===== src/rtl/mux2_rr_arbiter.sv =====
// mux2_rr_arbiter: round-robin arbiter that shares one mux2 between two
// valid/ready requesters and registers the selected word for downstream.
//
// Ports:
//   clk, rst_n               clock, async active-low reset
//   in_1_valid/data/ready    requester 1 handshake (sel = 0)
//   in_2_valid/data/ready    requester 2 handshake (sel = 1)
//   sel                      mux2 select, equal to the current grant
//   out_valid/data/src       registered output word and its source
//   out_ready                downstream accepts out_data
// Optional (macro MUX2_ARB_STATS_EN):
//   stats_clr                synchronous clear of the grant counters
//   grant_cnt_1/2            saturating per-requester grant counters
module mux2_rr_arbiter #(
  parameter int WIDTH = 16,
  parameter int CNT_W = 16
) (
  input  logic             clk,
  input  logic             rst_n,
  input  logic             in_1_valid,
  input  logic [WIDTH-1:0] in_1_data,
  output logic             in_1_ready,
  input  logic             in_2_valid,
  input  logic [WIDTH-1:0] in_2_data,
  output logic             in_2_ready,
  output logic             sel,
  output logic             out_valid,
  output logic [WIDTH-1:0] out_data,
  output logic             out_src,
  input  logic             out_ready
`ifdef MUX2_ARB_STATS_EN
  ,
  input  logic             stats_clr,
  output logic [CNT_W-1:0] grant_cnt_1,
  output logic [CNT_W-1:0] grant_cnt_2
`endif
);

  localparam logic ST_EMPTY = 1'b0;
  localparam logic ST_FULL  = 1'b1;

  logic             state_q, state_d;
  logic             last_grant_q, last_grant_d;
  logic [WIDTH-1:0] out_data_q, out_data_d;
  logic             out_src_q, out_src_d;

  logic             grant;
  logic             load_en;
  logic             xfer;
  logic [WIDTH-1:0] mux_out;

  assign out_valid = (state_q == ST_FULL);
  assign out_data  = out_data_q;
  assign out_src   = out_src_q;

  // Slot is free, or its word leaves this cycle.
  assign load_en = !out_valid | out_ready;

  always_comb begin
    grant = last_grant_q;
    unique case (1'b1)
      (in_1_valid & in_2_valid):  grant = !last_grant_q;
      (in_1_valid & !in_2_valid): grant = 1'b0;
      (!in_1_valid & in_2_valid): grant = 1'b1;
      default:                    grant = last_grant_q;
    endcase
  end

  assign sel     = grant;
  assign mux_out = grant ? in_2_data : in_1_data;

  assign in_1_ready = load_en & in_1_valid & !grant;
  assign in_2_ready = load_en & in_2_valid & grant;
  assign xfer       = in_1_ready | in_2_ready;

  always_comb begin
    state_d      = state_q;
    last_grant_d = last_grant_q;
    out_data_d   = out_data_q;
    out_src_d    = out_src_q;
    if (xfer) begin
      state_d      = ST_FULL;
      last_grant_d = grant;
      out_data_d   = mux_out;
      out_src_d    = grant;
    end else if (out_valid & out_ready) begin
      state_d = ST_EMPTY;
    end
  end

  // last_grant resets to 1 so requester 1 wins the first tie.
  always_ff @(posedge clk or negedge rst_n) begin
    if (!rst_n) begin
      state_q      <= ST_EMPTY;
      last_grant_q <= 1'b1;
      out_data_q   <= '0;
      out_src_q    <= 1'b0;
    end else begin
      state_q      <= state_d;
      last_grant_q <= last_grant_d;
      out_data_q   <= out_data_d;
      out_src_q    <= out_src_d;
    end
  end

`ifdef MUX2_ARB_STATS_EN
  logic [CNT_W-1:0] cnt_1_q, cnt_1_d;
  logic [CNT_W-1:0] cnt_2_q, cnt_2_d;

  // Clear beats increment; counters stick at all-ones.
  always_comb begin
    cnt_1_d = cnt_1_q;
    cnt_2_d = cnt_2_q;
    if (stats_clr) begin
      cnt_1_d = '0;
      cnt_2_d = '0;
    end else begin
      if (in_1_ready && !(&cnt_1_q)) cnt_1_d = cnt_1_q + CNT_W'(1);
      if (in_2_ready && !(&cnt_2_q)) cnt_2_d = cnt_2_q + CNT_W'(1);
    end
  end

  always_ff @(posedge clk or negedge rst_n) begin
    if (!rst_n) begin
      cnt_1_q <= '0;
      cnt_2_q <= '0;
    end else begin
      cnt_1_q <= cnt_1_d;
      cnt_2_q <= cnt_2_d;
    end
  end

  assign grant_cnt_1 = cnt_1_q;
  assign grant_cnt_2 = cnt_2_q;
`endif

endmodule


===== config.mk =====
export PLATFORM = sky130hd
export DESIGN_NAME = mux2_rr_arbiter
export DESIGN_NICKNAME = d
export VERILOG_FILES = /design/src/rtl/mux2_rr_arbiter.sv
export SDC_FILE = /design/constraint.sdc
export NUM_CORES = 1
export LEC_CHECK = 0
export ABC_AREA = 1
export ABC_CLOCK_PERIOD_IN_PS = 2200
export CAP_MARGIN = 20
export CORE_ASPECT_RATIO = 1.1
export CORE_UTILIZATION = 30
export DETAILED_ROUTE_END_ITERATION = 6
export DONT_BUFFER_PORTS = 1
export PLACE_DENSITY = 0.41
export SLEW_MARGIN = 40
export SYNTH_ARGS = -nofsm -noshare
export SYNTH_HDL_FRONTEND = slang
export SYNTH_SLANG_ARGS = --single-unit

===== constraint.sdc =====
create_clock -name clk -period 2.2 [get_ports clk]
set_input_delay 0.22 -clock clk [delete_from_list [all_inputs] [get_ports clk]]
set_output_delay 0.22 -clock clk [all_outputs]
set_load 0.005 [all_outputs]

Yosys cells after proc, flatten, opt, wreduce, memory -nomap -nowiden
Cells that the tools add are included.

storage, ports and cells
  register bits after elaboration = 19
  output and inout port bits = 21

cells by class
  bitwise operators = 10
  reduce and logical (&&, ||, !) cells = 6
  muxes and demuxes = 4

operators with widths
  kind                                number
  16-bit two-way mux                  1
  1-bit bitwise AND                   8
  1-bit zero test                     5
  1-bit case mux with 3 select lines  1
  1-bit two-way mux                   2
  1-bit bitwise OR                    2
  2-bit nonzero test                  1

Depth between registers and ports, before layout
  depth after elaboration = 7
  gate-level depth with buffers = 8

Worst setup path before layout
OpenSTA, ideal clock, no wires.

  kind = flip-flop to output port
  from = reg last_grant_q
  to = out in_2_ready
  slack = 1.023 ns
  data required time = 1.980 ns
  cell stages (with the launch flop) = 6
  arrival time = 0.957 ns
  path through = dfstp_2 -> inv_1 -> nand2_2 -> nand2_1 -> nand3_1 -> inv_1

between the ends
  cells in the longest elaborated chain, start to end = 3

ends and longest elaborated chain
  item                                  line  source
  start, declared                       43    logic last_grant_q, last_grant_d;
  start signal, assigned                100   last_grant_q <= last_grant_d;
  1-bit zero test                       62    (in_1_valid & in_2_valid): grant = !last_grant_q;
  1-bit case mux with 3 select lines *  61    unique case (1'b1)
  net sel                               26    output logic sel,
  1-bit bitwise AND *                   73    assign in_2_ready = load_en & in_2_valid & grant;
  end, declared                         25    output logic in_2_ready,

Mark *: on every way through the listed nets, which the timed path passes. The rest lies on a longest branch.

Worst setup path in the final report
Same ends and word-level chain as after synthesis.

==> Implementation_results.wiki <==
{| class="wikitable"
! Metric !! Value
|-
| Endpoint type of the worst setup path || primary output
|-
| Sinks on Clock Net || 19
|-
| Number of instances in the synthesized netlist || around 160
|-
| Via count of the first global-routing pass || 932
|-
| Layout cells sized above 1 || 0.08228
|-
| Final Routed Wirelength || 2811 um
|-
| Combined global-route utilization of all metal layers || 0.1493
|-
| Type of the worst min-delay path || in2reg
|-
| Count of yosys warnings during synthesis || 0
|-
| Total Negative Setup Slacks || 0 ns
|-
| Setup Fix Bufs, Post-CTS || 0
|-
| Leakage Power || 0.0006975 uW
|-
| Area added between synthesis and finish || 5.221%
|-
| 1st-iter DRT viols || 56
|-
| Met3 wirelength from detailed routing || 209 um
|-
| Max-slew violations || 0
|-
| RSZ-0062 raised after global routing || no
|-
| Global-route congestion overflow total || 0
|-
| Vert. Die Dim || 65.58 um
|-
| Flop2flop setup slack || 0.81 ns
|-
| Avg Synthesized Cell Area || 6.977 um2
|-
| Quantity of I/O buffers inserted on ports || 0
|-
| Starting density of the core || 0.3229
|-
| Total half-perimeter wirelength after legalization and detailed placement || 1993 um
|-
| Pin count of the biggest net entering global routing || 20
|-
| Slew at the pin closest to its max-slew limit || approximately 0.56 ns
|-
| Avg Vias per Cell || approximately 4.8
|-
| Category of the worst setup path launch point || register
|-
| Part of the Yosys area used for sequential elements || 0.4325
|-
| Peak fanout along the critical path || 17
|-
| Final RePlAce weighted congestion || between 0.8 and 0.9
|-
| Clk root buf || clkbuf_4
|-
| IR Drop Worst-Case VDD || roughly 0.00025 V
|-
| Power density over the cells || between 700 and 800 mW/mm2
|-
| Area leader, netlist || dfrtp_1
|-
| Mean routed wirelength per cell || 13.65 um
|-
| Pre-antenna DRT Iters || 4
|-
| Final total power || approximately 900 uW
|-
| Htree depth || 1
|-
| Final count of negative-setup-slack endpoints || 0
|-
| Data arrival time of the worst path || 1.59 ns
|-
| Synth unique cells || 14
|-
| CTS clk-pin slew, worst paths || 0.11 ns
|-
| Slew Limit Headroom || 0.6229
|-
| DRC Markers || 0
|-
| Die area || 0.003921 mm2
|-
| Crit share post-route || 0.8206
|-
| Max Clk Rate || 554.0 MHz
|-
| Number of antenna violations at the first check in global routing || 0
|-
| Chip width || around 60 um
|-
| TritonCTS clock tree || built
|-
| Post-synthesis instance area || 0.001102 mm2
|-
| Final hold violation count || 0
|-
| Final ANT Viol Nets || 0
|-
| Net count reported at finish || about 200
|-
| Floorplan core area || roughly 0.0034 mm2
|-
| Flip-flop and latch count after synthesis || 19
|-
| Syn nets || 195
|-
| Clock latency at the later pin of the worst-skew pair || 0.31 ns
|-
| Type of the worst setup path || reg2out
|-
| Worst Clk Skew || 0.0004555 ns
|-
| Highest metal layer used by the detailed router || met4
|-
| Detailed-route wire length on metal 1 || 1252 um
|-
| Diodes inserted || 0
|-
| Required time of the critical path || 1.98 ns
|-
| Top-Level Pins || 58
|-
| Deepest clock path buffer count || 2
|-
| Leading post-synthesis cells by cell area || dfrtp_1 (41%), nand3_1 (22%), nand2_1 (13%), inv_1 (12%), dfstp_2 (2.4%)
|-
| Via total after detailed routing || around 1000
|-
| Resized Gates After CTS || 0
|-
| Share of the synthesized area in the top cell type || 0.4086
|-
| Placement row count || 22
|-
| Met2 Wirelength || between 1000 and 1500 um
|-
| Total clock buffers created by CTS || 3
|-
| Number of violations of the max-capacitance limit || 0
|-
| Status || finished, final reports clean
|-
| Minimum clock period after layout || around 1.8 ns
|-
| First-pass GRT wire length || 4181 um
|}
## placed cells by master, fill, tap and decap left out
cell type      Yosys  routed
dlygate4sd3_1      0       1
nand2_4            1       1
nand3_1           49      49
nand2_2            4       4
inv_4              1       1
o21ai_0            1       1
clkbuf_1           0       1
nand2_1           39      39
dfstp_2            1       1
nor2_1             1       1
buf_2              2       1
clkbuf_4           0       3
inv_1             35      35
dfrtp_1           18      18
inv_2              2       2
## cell usage after synthesis
cell type  count
inv_2          2
dfstp_2        1
inv_4          1
buf_6          1
nand2_4        1
buf_2          2
o21ai_0        1
nand2_1       39
nand3_1       49
dfrtp_1       18
nor2_1         1
buf_4          3
inv_1         35
nand2_2        4
## power by group
group          leakage, uW  internal [uW]  total [uW]  switching, uW
clock network    0.0000150           70.9         188            117
logic             0.000456           68.3         211            143
registers         0.000226            422         478           55.9
## metrics by stage
stage / instances / worst slack (ns) / utilization / area [um2] / hold WS [ns]
finish: 206 / 0.3948 / 0.3398 / 1160 / 0.09053
global placement: 200 / 0.7852 / 0.3277 / 1119 / -0.07515
global route: 206 / 0.2950 / 0.3398 / 1160 / 0.1113
floorplan: 158 / 1.023 / - / 1102 / -0.07559
CTS: 205 / 0.3934 / 0.3383 / 1155 / 0.09392
detailed placement: 200 / 0.7466 / 0.3277 / 1119 / -0.07509
## critical path, cell delays in order (launching register included)
cell	delay, ns
dfstp_2	0.57
inv_1	0.08
nand2_2	0.25
nand2_1	0.17
nand3_1	0.15
inv_1	0.07
## registers in the layout, indices dropped and copies added, names as in the netlist
register	cells
out_valid	1
out_src	1
last_grant_q	1
out_data	16
## path summary, 6_finish.rpt
path / from / endpoint / cells past startpoint
hold reg to reg: out_data[10]$_DFFE_PN0P_ / out_data[10]$_DFFE_PN0P_ / 2
min in group asynchronous: rst_n / out_src$_DFFE_PN0P_ / 2
hold / removal: out_ready / out_valid$_DFFE_PN0P_ / 3
setup reg to reg: last_grant_q$_DFFE_PN1P_ / last_grant_q$_DFFE_PN1P_ / 5
max in group asynchronous: rst_n / last_grant_q$_DFFE_PN1P_ / 2
setup / recovery: last_grant_q$_DFFE_PN1P_ / in_2_ready / 5
## logic make-up after synthesis
logic type	count (synthesis)	synth area share
buffers and inverters	44	0.1714
DFF	19	0.4325
AOI/OAI and AO/OA	1	0.004536
and+or+nand+nor	94	0.3916
## final cells by class
| type | count | area [um2] |
|---|---|---|
| timing repair buffer | 2 | 15.01 |
| tap | 48 | 60.06 |
| inverter | 38 | 145.1 |
| multi-input combinational | 95 | 436.7 |
| clock buffer | 4 | 26.28 |
| sequential | 19 | 476.7 |
| fill | 394 | 2253 |
## per-layer routing
layer	vias up	track usage
met5	-	0
met4	0	0.07558
met3	5	0.03346
met2	54	0.2375
met1	457	0.1863
li1	481	-
## what timing repair did
action	4_1_cts	5_1_grt
hold buffers	1	1
endpoints found under the setup margin	0	0
endpoints found under the hold margin	19	18
Note: power is estimated with default switching activity, not from simulation.
